===== src/rtl/fifo_wrapper.sv =====
// rtl/fifo_wrapper.sv - single-clock FIFO with full/empty/count and overflow/underflow pulses
module fifo_wrapper #(
    parameter int DATA_WIDTH = 8,
    parameter int DEPTH      = 16,
    parameter int ADDR_WIDTH = $clog2(DEPTH)
) (
    input  logic                  clk,
    input  logic                  rst,
    input  logic                  push,
    input  logic [DATA_WIDTH-1:0] data_in,
    input  logic                  pop,
    output logic [DATA_WIDTH-1:0] data_out,
    output logic                  full,
    output logic                  empty,
    output logic [ADDR_WIDTH:0]   count,
    output logic                  overflow,
    output logic                  underflow
);

    logic [DATA_WIDTH-1:0] mem [0:DEPTH-1];
    logic [ADDR_WIDTH:0]   wr_ptr;
    logic [ADDR_WIDTH:0]   rd_ptr;
    logic                  pop_ok;
    logic                  push_ok;

    // The extra MSB on each pointer distinguishes full from empty when the indices match.
    assign empty   = (wr_ptr == rd_ptr);
    assign full    = (wr_ptr[ADDR_WIDTH-1:0] == rd_ptr[ADDR_WIDTH-1:0]) &&
                     (wr_ptr[ADDR_WIDTH] != rd_ptr[ADDR_WIDTH]);
    assign count   = wr_ptr - rd_ptr;

    assign pop_ok  = pop && !empty;
    assign push_ok = push && (!full || pop_ok);

    always_ff @(posedge clk) begin
        if (push_ok) begin
            mem[wr_ptr[ADDR_WIDTH-1:0]] <= data_in;
        end
    end

    always_ff @(posedge clk or negedge rst) begin
        if (!rst) begin
            wr_ptr    <= '0;
            rd_ptr    <= '0;
            data_out  <= '0;
            overflow  <= 1'b0;
            underflow <= 1'b0;
        end else begin
            if (push_ok) begin
                wr_ptr <= wr_ptr + 1'b1;
            end
            if (pop_ok) begin
                rd_ptr   <= rd_ptr + 1'b1;
                data_out <= mem[rd_ptr[ADDR_WIDTH-1:0]];
            end
            overflow  <= push && full && !pop_ok;
            underflow <= pop && empty;
        end
    end

endmodule


===== config.mk =====
export PLATFORM = sky130hd
export DESIGN_NAME = fifo_wrapper
export DESIGN_NICKNAME = d
export VERILOG_FILES = /design/src/rtl/fifo_wrapper.sv
export SDC_FILE = /design/constraint.sdc
export NUM_CORES = 1
export LEC_CHECK = 0
export ABC_AREA = 1
export BUFFER_PORTS_ARGS = -buffer_cell sky130_fd_sc_hd__buf_2
export CELL_PAD_IN_SITES_DETAIL_PLACEMENT = 1
export CELL_PAD_IN_SITES_GLOBAL_PLACEMENT = 2
export CORE_MARGIN = 2
export CORE_UTILIZATION = 45
export CTS_BUF_LIST = sky130_fd_sc_hd__clkbuf_4 sky130_fd_sc_hd__clkbuf_8
export DETAILED_ROUTE_END_ITERATION = 12
export PLACE_DENSITY_LB_ADDON = 0.1
export SLEW_MARGIN = 0
export SYNTH_ARGS = -nofsm -noshare
export SYNTH_HDL_FRONTEND = slang
export SYNTH_SLANG_ARGS = --single-unit

===== constraint.sdc =====
create_clock -name clk -period 6.3 [get_ports clk]
set_input_delay 0 -clock clk [delete_from_list [all_inputs] [get_ports clk]]
set_output_delay 0 -clock clk [all_outputs]
set_load 0.01 [all_outputs]

* Word-level counts from Yosys, hierarchy flattened
Memories as Yosys holds them, arrays and structs flattened. A register that Yosys moved wholly into a read port is not among the register bits.
Cells that the tools add are included.
** Storage, ports and cells
- Logic and storage cells :: 24
- Memories kept :: 1
- Bits of input ports :: 12
- RAM bits :: 128
- Output and inout port bits :: 17
- Register bits after elaboration :: 12
** Memory list
- mem :: words 16, bits a word 8, read ports 1, clocked after Yosys merged registers in 1, write ports 1, line 20 : logic [DATA_WIDTH-1:0] mem [0:DEPTH-1];
** Cells by class
- Reduce and logical (&&, ||, !) cells :: 11
- Muxes and demuxes :: 2
- Eq/ne operators :: 3
- $add $sub $neg :: 3
** Operators with widths (count)
- $add 5x1->5 const B :: 2
- $logic_and 1x1->1 :: 6
- $eq 5x5->1 :: 1
- $sub 5x5->5 :: 1
- $eq 4x4->1 :: 1
- $logic_not 1->1 :: 4
- $mux 1 :: 2
- $logic_or 1x1->1 :: 1
- $ne 1x1->1 :: 1

* Depth between registers and ports, before layout
Gate-level depths: netlist of run 1.
- Depth in word-level cells :: 7
- Depth in mapped cells :: 14
- Depth with buffers taken out :: 12

* Least setup slack after synthesis of run 1
OpenSTA, ideal clock, no wires.
- Kind :: reg-to-reg
- From :: reg rd_ptr[2]
- To :: mem mem[0][0] (enable)
- Stages on the path, launching flop included :: 14
- Required time :: 5930 ps
- Clock period less this slack :: 2532 ps
- Library setup time :: 370 ps
- Path buffers :: 2
- Setup slack :: 3768 ps
- Arrival :: 2162 ps
- Cells stage by stage :: dfrtp_1 > buf_2 > inv_1 > clkbuf_1 > ha_1 > nand2_1 > nor2_2 > inv_1 > nor2_4 > nand2_2 > nand2_4 > inv_4 > nand2_2 > nor2_1
** Between the ends
- Longest elaborated chain between the ends :: 7
- Elaborated cells on any way between the ends :: 10
- Classes of those cells :: eq/ne: 2; mux: 2; reduce/logical: 6
** Ends and longest elaborated chain
- start: declaration :: line 22 : logic [ADDR_WIDTH:0] rd_ptr;
- start signal: assignment :: line 53 : rd_ptr <= rd_ptr + 1'b1;
- $eq 4x4->1 :: line 28 : assign full = (wr_ptr[ADDR_WIDTH-1:0] == rd_ptr[ADDR_WIDTH-1:0]) &&
- $logic_and 1x1->1 :: line 28
- net full :: line 13 : output logic full,
- $logic_not 1->1 :: line 33 : assign push_ok = push && (!full || pop_ok);
- $logic_or 1x1->1 :: line 33
- $logic_and 1x1->1 :: line 33
- $mux 1 :: line 36 : if (push_ok) begin
- $mux 1 (not written as such) :: line 37 : mem[wr_ptr[ADDR_WIDTH-1:0]] <= data_in;
- end: declaration :: line 20
The timed path passes the listed nets, and every way through them passes these cells.

* Worst setup path after layout of run 1
- From :: reg rd_ptr[1]
- To :: mem mem[14][5] (enable)
** Between the ends
- Longest elaborated chain between the ends :: 7
- Elaborated cells on any way between the ends :: 10
- Classes of those cells :: eq/ne: 2; mux: 2; reduce/logical: 6
** Ends and longest elaborated chain (line)
- $eq 5x5->1 / $eq 4x4->1 (equally long branches) :: 27, 28
- $logic_not 1->1 / $logic_and 1x1->1 (equally long branches) :: 32, 28
- $logic_and 1x1->1 / $logic_not 1->1 (equally long branches) :: 32, 33
- $logic_or 1x1->1 * :: 33
- $logic_and 1x1->1 * :: 33
- $mux 1 * :: 36
- $mux 1 (not written as such) * :: 37
Every way passes the cells marked *; elsewhere a longest branch is shown, timed or not.

==> results of run 1 <==
==> area by class of cell <==
cell class	instances	area share [%]
tap	180	3.104
inverter	99	5.156
clock inverter	15	2.828
multi-input combinational	354	23.07
timing repair buffer	34	2.725
clock buffer	17	3.225
sequential	148	59.89
==> cells in the mapped netlist (2+ instances only) <==
cell / number / area, um2
a21oi_1: 15 / 75.07
a21oi_2: 3 / 26.28
buf_2: 19 / 95.09
clkbuf_1: 3 / 11.26
clkinv_1: 2 / 7.510
dfrtp_1: 20 / 500.5
edfxtp_1: 128 / 3844
ha_1: 9 / 112.6
inv_1: 92 / 345.3
inv_2: 4 / 15.01
nand2_1: 172 / 645.6
nand2_2: 7 / 43.79
nand2_4: 2 / 22.52
nand3_1: 94 / 470.5
nor2_1: 35 / 131.4
o21ai_0: 2 / 10.01
o21ai_1: 2 / 10.01
xor2_1: 9 / 78.83
==> stage by stage <==
stage | total power [W] | std cells | cell area (um2) | util [%]
after detailed placement | 0.002518 | 810 | 6766 | 48.19
after floorplan | 0.002128 | 626 | 6521 | -
after global placement | 0.002493 | 810 | 6766 | 48.19
after CTS | 0.003330 | 847 | 7256 | 51.67
final | 0.003304 | 847 | 7256 | 51.67
after global routing | 0.003514 | 847 | 7256 | 51.67
==> per-layer routing <==
| layer | GRT usage [%] | up-vias | routed length (um) |
|---|---|---|---|
| met1 | 33.14 | 2130 | 7721 |
| met5 | 0 | - | 0 |
| met3 | 4.253 | 20 | 895 |
| met2 | 33.56 | 103 | 7626 |
| met4 | 9.319 | 0 | 403 |
| li1 | - | 2084 | - |
==> worst reg2reg max path: stages, from the launching register on <==
cell	delay, ns
dfrtp_1	1.19
inv_2	0.61
ha_1	0.49
nand2_1	0.08
nor2_2	0.05
inv_1	0.08
nor2_4	0.04
nand2_2	0.09
nand2_4	0.07
inv_4	0.12
nand2_2	0.18
nor2_1	0.56
==> worst max-delay path by stage <==
| stage | startpoint | end | depth (start not counted) |
|---|---|---|---|
| floorplan | rd_ptr[2]$_DFFE_PN0P_ | mem[0][0]$_DFFE_PP_ | 13 |
| CTS | rd_ptr[1]$_DFFE_PN0P_ | mem[2][2]$_DFFE_PP_ | 11 |
| detailed placement | rd_ptr[1]$_DFFE_PN0P_ | mem[2][2]$_DFFE_PP_ | 11 |
| global placement | rd_ptr[1]$_DFFE_PN0P_ | mem[14][1]$_DFFE_PP_ | 11 |
| global route | rd_ptr[1]$_DFFE_PN0P_ | mem[14][7]$_DFFE_PP_ | 11 |
| finish | rd_ptr[1]$_DFFE_PN0P_ | mem[14][5]$_DFFE_PP_ | 11 |
==> cells by family (layout without fill, tap and decap cells) <==
group / count (synthesis) / in the layout / share of synthesized area [%]
adders and majority gates: 10 / 10 / 2.034
AOI/OAI and AO/OA: 22 / 22 / 1.861
DFF: 148 / 148 / 66.62
buffers and inverters: 124 / 165 / 7.713
xor gates and xnor gates: 9 / 9 / 1.209
and+or+nand+nor: 313 / 313 / 20.57
==> power breakdown <==
group / switching (W) / leakage (nW) / total (W) / internal, W
logic: 0.000823 / 1.48 / 0.00119 / 0.000363
clock network: 0.000369 / 0.213 / 0.000803 / 0.000434
registers: 0.000110 / 1.39 / 0.00131 / 0.00121
total: 0.00130 / 3.09 / 0.00330 / 0.00200
==> flip-flops by register name, summed over array words and instances, names as in the netlist <==
register / flops
data_out: 8
mem: 128
overflow: 1
rd_ptr: 5
underflow: 1
wr_ptr: 5
==> cells in the final DEF, fill, tap and decap left out, types with 3 or more instances in the layout <==
| cell | count |
|---|---|
| clkbuf_8 | 17 |
| a21oi_2 | 3 |
| inv_1 | 92 |
| buf_2 | 28 |
| clkinvlp_4 | 3 |
| nand2_1 | 172 |
| nand2_2 | 7 |
| inv_2 | 4 |
| nand3_1 | 94 |
| bufinv_16 | 4 |
| a21oi_1 | 15 |
| nor2_1 | 35 |
| ha_1 | 9 |
| xor2_1 | 9 |
| clkinv_4 | 4 |
| edfxtp_1 | 128 |
| dlygate4sd3_1 | 5 |
| dfrtp_1 | 19 |
==> results_dict.tcl, run 1 <==
set metrics [dict create \
    cts_setup_buffers 0 \
    core_um2 14040 \
    fin_ws_ns 2.379 \
    tightestPinTransition_ns 1.268 \
    required_ns 6.40 \
    syn_to_final_growth_pct 11.26 \
    drt-total-wl_um 16650 \
    cpPeakStageDelay_ns 1.19 \
    hold_viol_final 0 \
    rows 43 \
    drive_above_1_share_pct 12.29 \
    synth-seq-cells 148 \
    r2r-start "rd_ptr[1]$_DFFE_PN0P_" \
    skew_ns 0.01171 \
    grt_max_degree 69 \
    post-route-period-util_pct 62.24 \
    clkSlewWorstSetupHoldPaths_ns 0.08 \
    hold_path.startpoint "data_in[2]" \
    cts_made_buffers 17 \
    timing.rr.end "mem[14][5]$_DFFE_PP_" \
    start_kind "flop" \
    period_needed_ns 3.921 \
    drtAntennaViolNets 0 \
    cts_resized 0 \
    cp_slowest_cell "dfrtp_1" \
    grt_pass1_vias 4518 \
    dpl_worst_slack_ns 2.444 \
    clk-insertion-delay-late_ns 0.46 \
    relSlewSlack_pct 15.49 \
    fillers 1551 \
    worst_path_most_repeated_cell "nand2_2" \
    power_density_nw_per_um2 455.3 \
    drtIter0Drc 281 \
    maxSlewViolCount 0 \
    start_util_pct 46.44 \
    yosysUniqueCellTypes 26 \
    setup_violations 0 \
    maxCapViolCount 0 \
    netlist_instances 626 \
    cp_max_fo 35 \
    rrSetupSlack_ns 2.38 \
    max_freq_mhz 255.0 \
    seq_area_frac_synth_pct 66.62 \
    hold_path_end "mem[0][2]$_DFFE_PP_" \
    crit_path_end_kind "flop" \
    root_buffer "clkbuf_8" \
    ir_drop_uv 299.0 \
    rsz0062_at_grt "no" \
    io_buffers 28 \
    whs_path_depth 1 \
    holdBufCountCts 5 \
    hp-class "in -> reg" \
    hold_ws_ns 0.01415 \
    yosys_warnings 0 \
    cp_top_family "flip-flops" \
    drcViolationCount 0 \
    synth_nets 648 \
    track_usage_pct 22.71 \
    postSynthAreaPerCell_um2 10.42 \
    die_w_um 124.4 \
    synth_ff_type "edfxtp_1" \
    antennaDiodeCount 0 \
    routabilityCongestion 0.8033 \
    io_pins 29 \
    path_class "reg -> reg" \
    vias_per_cell 5.120 \
    cts.htree.levels 4 \
    synth_area_um2 6521 \
    cp_cell_sequence "inv_2, ha_1, nand2_1, nor2_2, inv_1, nor2_4, nand2_2, nand2_4, inv_4, nand2_2, nor2_1" \
    design.die.area_um2 15470 \
    timing.critical_path.buf_inv 3 \
    dp.final_hpwl_um 10820 \
    cts_tree "done" \
    grt_antenna_before_repair 0 \
    grt_overflow 0 \
    async_flop_share_pct 13.51 \
    final_nets 676 \
    dr_total_vias 4337 \
    crit_arrival_ns 4.02 \
    die_y_um 124.4 \
    area.sequential_um2 4345 \
    wl_per_cell_um 19.65 \
    grt_pass1_wl_um 26030 \
    reg2reg_depth 11 \
    clock-sinks 148 \
    final.setup.tns_ns 0 \
    dr.pass1.iters 4 \
    multi_input_area_um2 1674 \
    status "completed" \
    clk_path_buf_depth 2 \
    synth_edf_count 128 \
    p_leak_nw 3.089 \
]
(Power assumes the default switching activity.)
==> inputs of run 2 (changes only) <==
--- a/config.mk
+++ b/config.mk
@@ -5,12 +5,12 @@
 export SDC_FILE = /design/constraint.sdc
 export NUM_CORES = 1
 export LEC_CHECK = 0
-export ABC_AREA = 1
+export ABC_AREA = 0
 export BUFFER_PORTS_ARGS = -buffer_cell sky130_fd_sc_hd__buf_2
 export CELL_PAD_IN_SITES_DETAIL_PLACEMENT = 1
 export CELL_PAD_IN_SITES_GLOBAL_PLACEMENT = 2
 export CORE_MARGIN = 2
-export CORE_UTILIZATION = 45
+export CORE_UTILIZATION = 43
 export CTS_BUF_LIST = sky130_fd_sc_hd__clkbuf_4 sky130_fd_sc_hd__clkbuf_8
 export DETAILED_ROUTE_END_ITERATION = 12
 export PLACE_DENSITY_LB_ADDON = 0.1
==> constraint.sdc (replaced) <==
create_clock -name clk -period 3.3 [get_ports clk]
set_input_delay 0 -clock clk [delete_from_list [all_inputs] [get_ports clk]]
set_output_delay 0 -clock clk [all_outputs]
set_load 0.01 [all_outputs]
==> run 2 against run 1 <==
Area after synthesis shrank 7.9%. Highest routed layer unchanged. Critical endpoint is now mem[7][5]$_DFFE_PP_. Largest power group unchanged. Critical path depth shrank 5. Cell area shrank 5.2%. Clock skew shrank 0.0021 ns. Worst setup slack lost 1.6 ns.
==> results_dict.tcl, run 2 <==
set metrics [dict create \
    setup_violations 0 \
    core_um2 13770 \
    final.setup.tns_ns 0 \
    fin_area_um2 6877 \
    r2r-start "wr_ptr[0]$_DFFE_PN0P_" \
    antennaDiodeCount 0 \
    met2_usage_pct 31.94 \
    busiest_layer "met2" \
    post_dp_cell_area_um2 6399 \
    synth_top_area_share_pct 63.97 \
    final_nets 446 \
    final_util_pct 49.93 \
    drt-total-wl_um 13710 \
    clock-sinks 148 \
    drive_above_1_share_pct 21.28 \
    largest_register_ffs 128 \
    async_flop_share_pct 13.51 \
    rsz0062_at_grt "no" \
    final_common_cell "edfxtp_1" \
    synth-seq-cells 148 \
    crit_arrival_ns 2.64 \
    synthTopCellsByCount "128 x edfxtp_1, 32 x mux2i_1, 28 x nor2_1" \
    hp-class "in -> async" \
    power_frac_comb_pct 36.5 \
    maxSlewViolCount 0 \
    synth_ff_type "edfxtp_1" \
    cp_max_fo 9 \
    drcViolationCount 0 \
    vias_per_cell 5.339 \
    rrSetupSlack_ns 0.74 \
    path_class "reg -> reg" \
    synth_top_area_cell "edfxtp_1" \
    post-synth-top-count-cell "edfxtp_1" \
    wl_per_cell_um 22.23 \
    synth_area_um2 6008 \
    cts_made_buffers 17 \
    design.die.area_um2 14930 \
    ir_drop_uv 458.8 \
    yosysUniqueCellTypes 40 \
    track_usage_pct 20.09 \
    final_cells 617 \
    routabilityCongestion 0.7984 \
    p_seq_share_pct 41.4 \
    synth_nets 388 \
    drtAntennaViolNets 0 \
    p_clk_share_pct 22.1 \
    met3_usage_pct 4.401 \
    status "completed" \
    power_w 0.005879 \
    io_buffers 28 \
    p_sw_w 0.002088 \
    required_ns 3.38 \
    grt_max_degree 46 \
    max_freq_mhz 391.0 \
    tightestPinTransition_ns 0.7853 \
    p_int_w 0.003791 \
    cts_tree "done" \
    p_leak_nw 2.456 \
    met1_usage_pct 27.34 \
    cts_resized 0 \
    reg2reg_depth 6 \
    drtIter0Drc 195 \
    cts.htree.levels 4 \
    root_buffer "clkbuf_8" \
    maxCapViolCount 0 \
    synth_area_leaders "edfxtp_1 64%, dfrtp_1 8.3%, mux2i_1 5.3%" \
    clkSlewWorstSetupHoldPaths_ns 0.09 \
    grt_antenna_before_repair 0 \
    synth_edf_count 128 \
    placed_cells 574 \
    clk-insertion-delay-late_ns 0.45 \
    die_w_um 122.2 \
    rows 43 \
    netlist_instances 366 \
    dr_total_vias 3294 \
    io_pins 29 \
    power_density_nw_per_um2 854.9 \
    critPathLaunch "wr_ptr[0]$_DFFE_PN0P_" \
    switching_share_pct 35.51 \
    start_kind "flop" \
    timing.rr.end "mem[7][5]$_DFFE_PP_" \
    skew_ns 0.009644 \
    final_cell_mix "128 x edfxtp_1, 32 x mux2i_1, 28 x nor2_1, 28 x buf_2, 24 x o22ai_1" \
    holdBufCountCts 11 \
    grt_pass1_vias 3440 \
    seq_area_frac_synth_pct 72.30 \
    hold_viol_final 0 \
    crit_path_end_kind "flop" \
    start_util_pct 43.62 \
    relSlewSlack_pct 47.65 \
    syn_to_final_growth_pct 14.45 \
    grt_pass1_wl_um 20890 \
    grt_overflow 0 \
    clk_path_buf_depth 2 \
    dp.final_hpwl_um 9134 \
    dr.pass1.iters 4 \
    cts_setup_buffers 0 \
    period_needed_ns 2.557 \
    yosys_warnings 0 \
    postSynthAreaPerCell_um2 16.42 \
    die_y_um 122.2 \
    post-route-period-util_pct 77.49 \
]
-- run 2: cell count changes after synthesis, sizes merged, moves of 9 or more --
cell | previous run | this run
xnor2 | 0 | 10
mux2i | 0 | 32
nor2 | 37 | 28
nand3 | 95 | 1
o22ai | 0 | 24
nand2 | 181 | 9
a21oi | 18 | 2
inv | 97 | 8
-- run 2: worst max-delay path by stage --
stage	endpoint	depth (start not counted)
6_report	mem[7][5]$_DFFE_PP_	6
5_1_grt	mem[7][5]$_DFFE_PP_	6
4_1_cts	mem[7][5]$_DFFE_PP_	6
3_5_place_dp	mem[7][4]$_DFFE_PP_	6
3_3_place_gp	mem[6][1]$_DFFE_PP_	6
2_1_floorplan	mem[3][0]$_DFFE_PP_	9
-- run 2: routing by layer --
| metal | wire length (um) | share of wire [%] | up-vias |
|---|---|---|---|
| met5 | 0 | 0 | - |
| met4 | 172 | 1.3 | 0 |
| met3 | 523 | 3.8 | 14 |
| met2 | 6625 | 48 | 74 |
| met1 | 6391 | 47 | 1674 |
| li1 | - | - | 1532 |
-- run 2: power by group through the flow --
stage / logic (W) / clock network, W / registers, W
2_1_floorplan: 0.00146 / 0 / 0.00247
3_3_place_gp: 0.00215 / 0 / 0.00247
3_5_place_dp: 0.00216 / 0 / 0.00248
4_1_cts: 0.00218 / 0.00134 / 0.00244
5_1_grt: 0.00235 / 0.00140 / 0.00246
6_report: 0.00214 / 0.00130 / 0.00243
-- run 2: per-stage QoR --
stage / setup slack (ns) / hold slack, ns
2_1_floorplan: 0.7175 / -0.2956
3_3_place_gp: 0.8769 / -0.007031
3_5_place_dp: 0.7499 / 0.0007280
4_1_cts: 0.7308 / 0.03729
5_1_grt: 0.5691 / 0.06298
6_report: 0.7428 / 0.03439
-- run 2: final cells by class --
cell class	count	area [um2]
fill	1369	6897
sequential	148	4345
multi-input combinational	191	1515
timing repair buffer	58	392.9
clock buffer	17	234.0
tap	180	225.2
clock inverter	15	133.9
inverter	8	30.03
-- run 2: kinds of logic after synthesis --
| logic type | share of synthesized area [%] |
|---|---|
| flops | 72.30 |
| fa+ha+maj | 2.207 |
| mux | 9.954 |
| xor+xnor | 1.749 |
| compound gates | 5.185 |
| simple gates | 6.123 |
| buf+inv | 2.478 |
-- run 2: critical path, cell delays in order, from the launching register on --
cell and delay, ns:
dfrtp_1 0.40, inv_1 0.12, ha_1 0.34, nand4_1 0.16
o31a_1 0.36, nand2_1 0.21, nor2_1 0.60
==> inputs of run 3 (changes only) <==
--- a/config.mk
+++ b/config.mk
@@ -10,7 +10,7 @@
 export CELL_PAD_IN_SITES_DETAIL_PLACEMENT = 1
 export CELL_PAD_IN_SITES_GLOBAL_PLACEMENT = 2
 export CORE_MARGIN = 2
-export CORE_UTILIZATION = 43
+export CORE_UTILIZATION = 47
 export CTS_BUF_LIST = sky130_fd_sc_hd__clkbuf_4 sky130_fd_sc_hd__clkbuf_8
 export DETAILED_ROUTE_END_ITERATION = 12
 export PLACE_DENSITY_LB_ADDON = 0.1
==> constraint.sdc (replaced) <==
create_clock -name clk -period 2.5 [get_ports clk]
set_input_delay 0 -clock clk [delete_from_list [all_inputs] [get_ports clk]]
set_output_delay 0 -clock clk [all_outputs]
set_load 0.01 [all_outputs]
==> run 3 against run 2 <==
Combinational power rose by 36%. Clock skew rose by 0.0069 ns. Cell area rose by 1.9%. Via count rose by 0.15%. Largest cell class unchanged. Worst setup slack got worse by 0.58 ns. Die area fell by 8.2%. Utilization rose by 5.8 points. Global-route usage rose by 1.9 points. Total power rose by 39%. First-iteration DRC count rose by 52%. Flip-flop and latch count did not move.
==> results_dict.tcl, run 3 (synthesis results as in run 2) <==
set metrics [dict create \
    cts.htree.levels 4 \
    final_cell_mix "128 x edfxtp_1, 32 x mux2i_1, 28 x nor2_1, 28 x buf_2" \
    cp_top_family "simple AND/OR/NAND/NOR gates" \
    cts_tree "done" \
    cp_cell_sequence "inv_1, ha_1, nand4_1, o31a_1, nand2_1, nor2_1, buf_4" \
    grt_pass1_wl_um 20910 \
    rsz0062_at_grt "no" \
    clock-sinks 148 \
    p_clk_share_pct 25.6 \
    power_frac_comb_pct 35.4 \
    final_cells 614 \
    r2r-start "wr_ptr[0]$_DFFE_PN0P_" \
    final_nets 451 \
    path_depth 7 \
    timing.critical_path.buf_inv 2 \
    io_buffers 28 \
    io_pins 29 \
    hold_viol_final 0 \
    status "completed" \
    placed_cells 571 \
    vias_per_cell 5.373 \
    grt_overflow 0 \
    drcViolationCount 0 \
    switching_share_pct 33.76 \
    track_usage_pct 21.99 \
    final.setup.tns_ns 0 \
    die_y_um 117.1 \
    setup_violations 0 \
    p_int_w 0.005424 \
    power_w 0.008189 \
    cpPeakStageDelay_ns 0.40 \
    power_density_nw_per_um2 1169 \
    start_kind "flop" \
    crit_path_end_kind "flop" \
    dr_total_vias 3299 \
    maxSlewViolCount 0 \
    hold_ws_ns 0.04655 \
    clk-insertion-delay-late_ns 0.45 \
    core_um2 12570 \
    critPathLaunch "wr_ptr[0]$_DFFE_PN0P_" \
    drtAntennaViolNets 0 \
    crit_end "mem[4][3]$_DFFE_PP_" \
    grt_max_degree 46 \
    crit_arrival_ns 2.50 \
    post-route-period-util_pct 93.60 \
    drtIter0Drc 297 \
    period_needed_ns 2.340 \
    p_seq_share_pct 39.0 \
    relSlewSlack_pct 46.99 \
    grt_antenna_before_repair 0 \
    routabilityCongestion 0.7642 \
    die_w_um 117.1 \
    holdBufCountCts 11 \
    root_buffer "clkbuf_8" \
    final_common_cell "edfxtp_1" \
    dr.pass1.iters 5 \
    tightestPinTransition_ns 0.7951 \
    p_sw_w 0.002765 \
    timing.rr.end "mem[4][3]$_DFFE_PP_" \
    fin_ws_ns 0.1600 \
    rrSetupSlack_ns 0.16 \
    cp_max_fo 9 \
    hp-class "in -> async" \
    required_ns 2.66 \
    cp_slowest_cell "dfrtp_1" \
    dpl_worst_slack_ns 0.1712 \
    skew_ns 0.01650 \
    antennaDiodeCount 0 \
    p_leak_nw 2.532 \
    cts_setup_buffers 0 \
    ir_drop_uv 500.7 \
    cts_made_buffers 17 \
    grt_pass1_vias 3473 \
    max_freq_mhz 427.3 \
    clk_path_buf_depth 2 \
    reg2reg_depth 7 \
    design.die.area_um2 13700 \
    largest_register_ffs 128 \
    drive_above_1_share_pct 23.08 \
    cts_resized 0 \
    rows 41 \
    clkSlewWorstSetupHoldPaths_ns 0.08 \
    start_util_pct 47.80 \
    drt-total-wl_um 13930 \
    syn_to_final_growth_pct 16.62 \
    dp.final_hpwl_um 9052 \
    maxCapViolCount 0 \
    wl_per_cell_um 22.68 \
    path_class "reg -> reg" \
]
-- run 3: changes by cell type in the layout (fill, tap and decap cells not counted), sizes merged --
cell | previous run | this run
bufinv | 1 | 5
buf | 47 | 52
clkbuf | 17 | 18
clkinvlp | 3 | 2
inv | 11 | 9
clkinv | 8 | 6
-- run 3: power groups by stage --
stage	clock, W	sequential, W	combinational (W)
floorplan	0	0.00326	0.00194
global placement	0	0.00323	0.00288
detailed placement	0	0.00325	0.00292
CTS	0.00213	0.00319	0.00295
global route	0.00223	0.00323	0.00319
finish	0.00210	0.00319	0.00290
-- run 3: area by class of cell --
cell class / count / area (um2)
clock buffers: 18 / 241.5
clock inverters: 14 / 209.0
well taps: 172 / 215.2
flip-flops and latches: 148 / 4345
fillers: 1184 / 5562
inverters: 8 / 30.03
multi-input cells: 191 / 1535
repair buffers: 63 / 430.4
-- run 3: worst min path at each step --
stage,endpoint,slack (ns),cells after the start
after global routing,overflow$_DFF_PN0_,0.06,2
final,overflow$_DFF_PN0_,0.05,2
after detailed placement,overflow$_DFF_PN0_,-0.01,1
after CTS,overflow$_DFF_PN0_,0.04,2
after floorplan,data_out[0]$_DFFE_PN0P_,-0.30,0
after global placement,overflow$_DFF_PN0_,-0.02,1
-- run 3: stage by stage --
step,util [%],instance area [um2]
2_1_floorplan,-,6028
5_1_grt,55.75,7007
6_report,55.75,7007
3_5_place_dp,51.29,6446
4_1_cts,55.75,7007
3_3_place_gp,51.29,6446
-- run 3: per-layer routing --
| layer | global-route usage (%) | share of wire (%) |
|---|---|---|
| met1 | 30.95 | 47 |
| met4 | 7.059 | 1.7 |
| met3 | 5.355 | 4.5 |
| met5 | 0 | 0 |
| met2 | 34.14 | 47 |
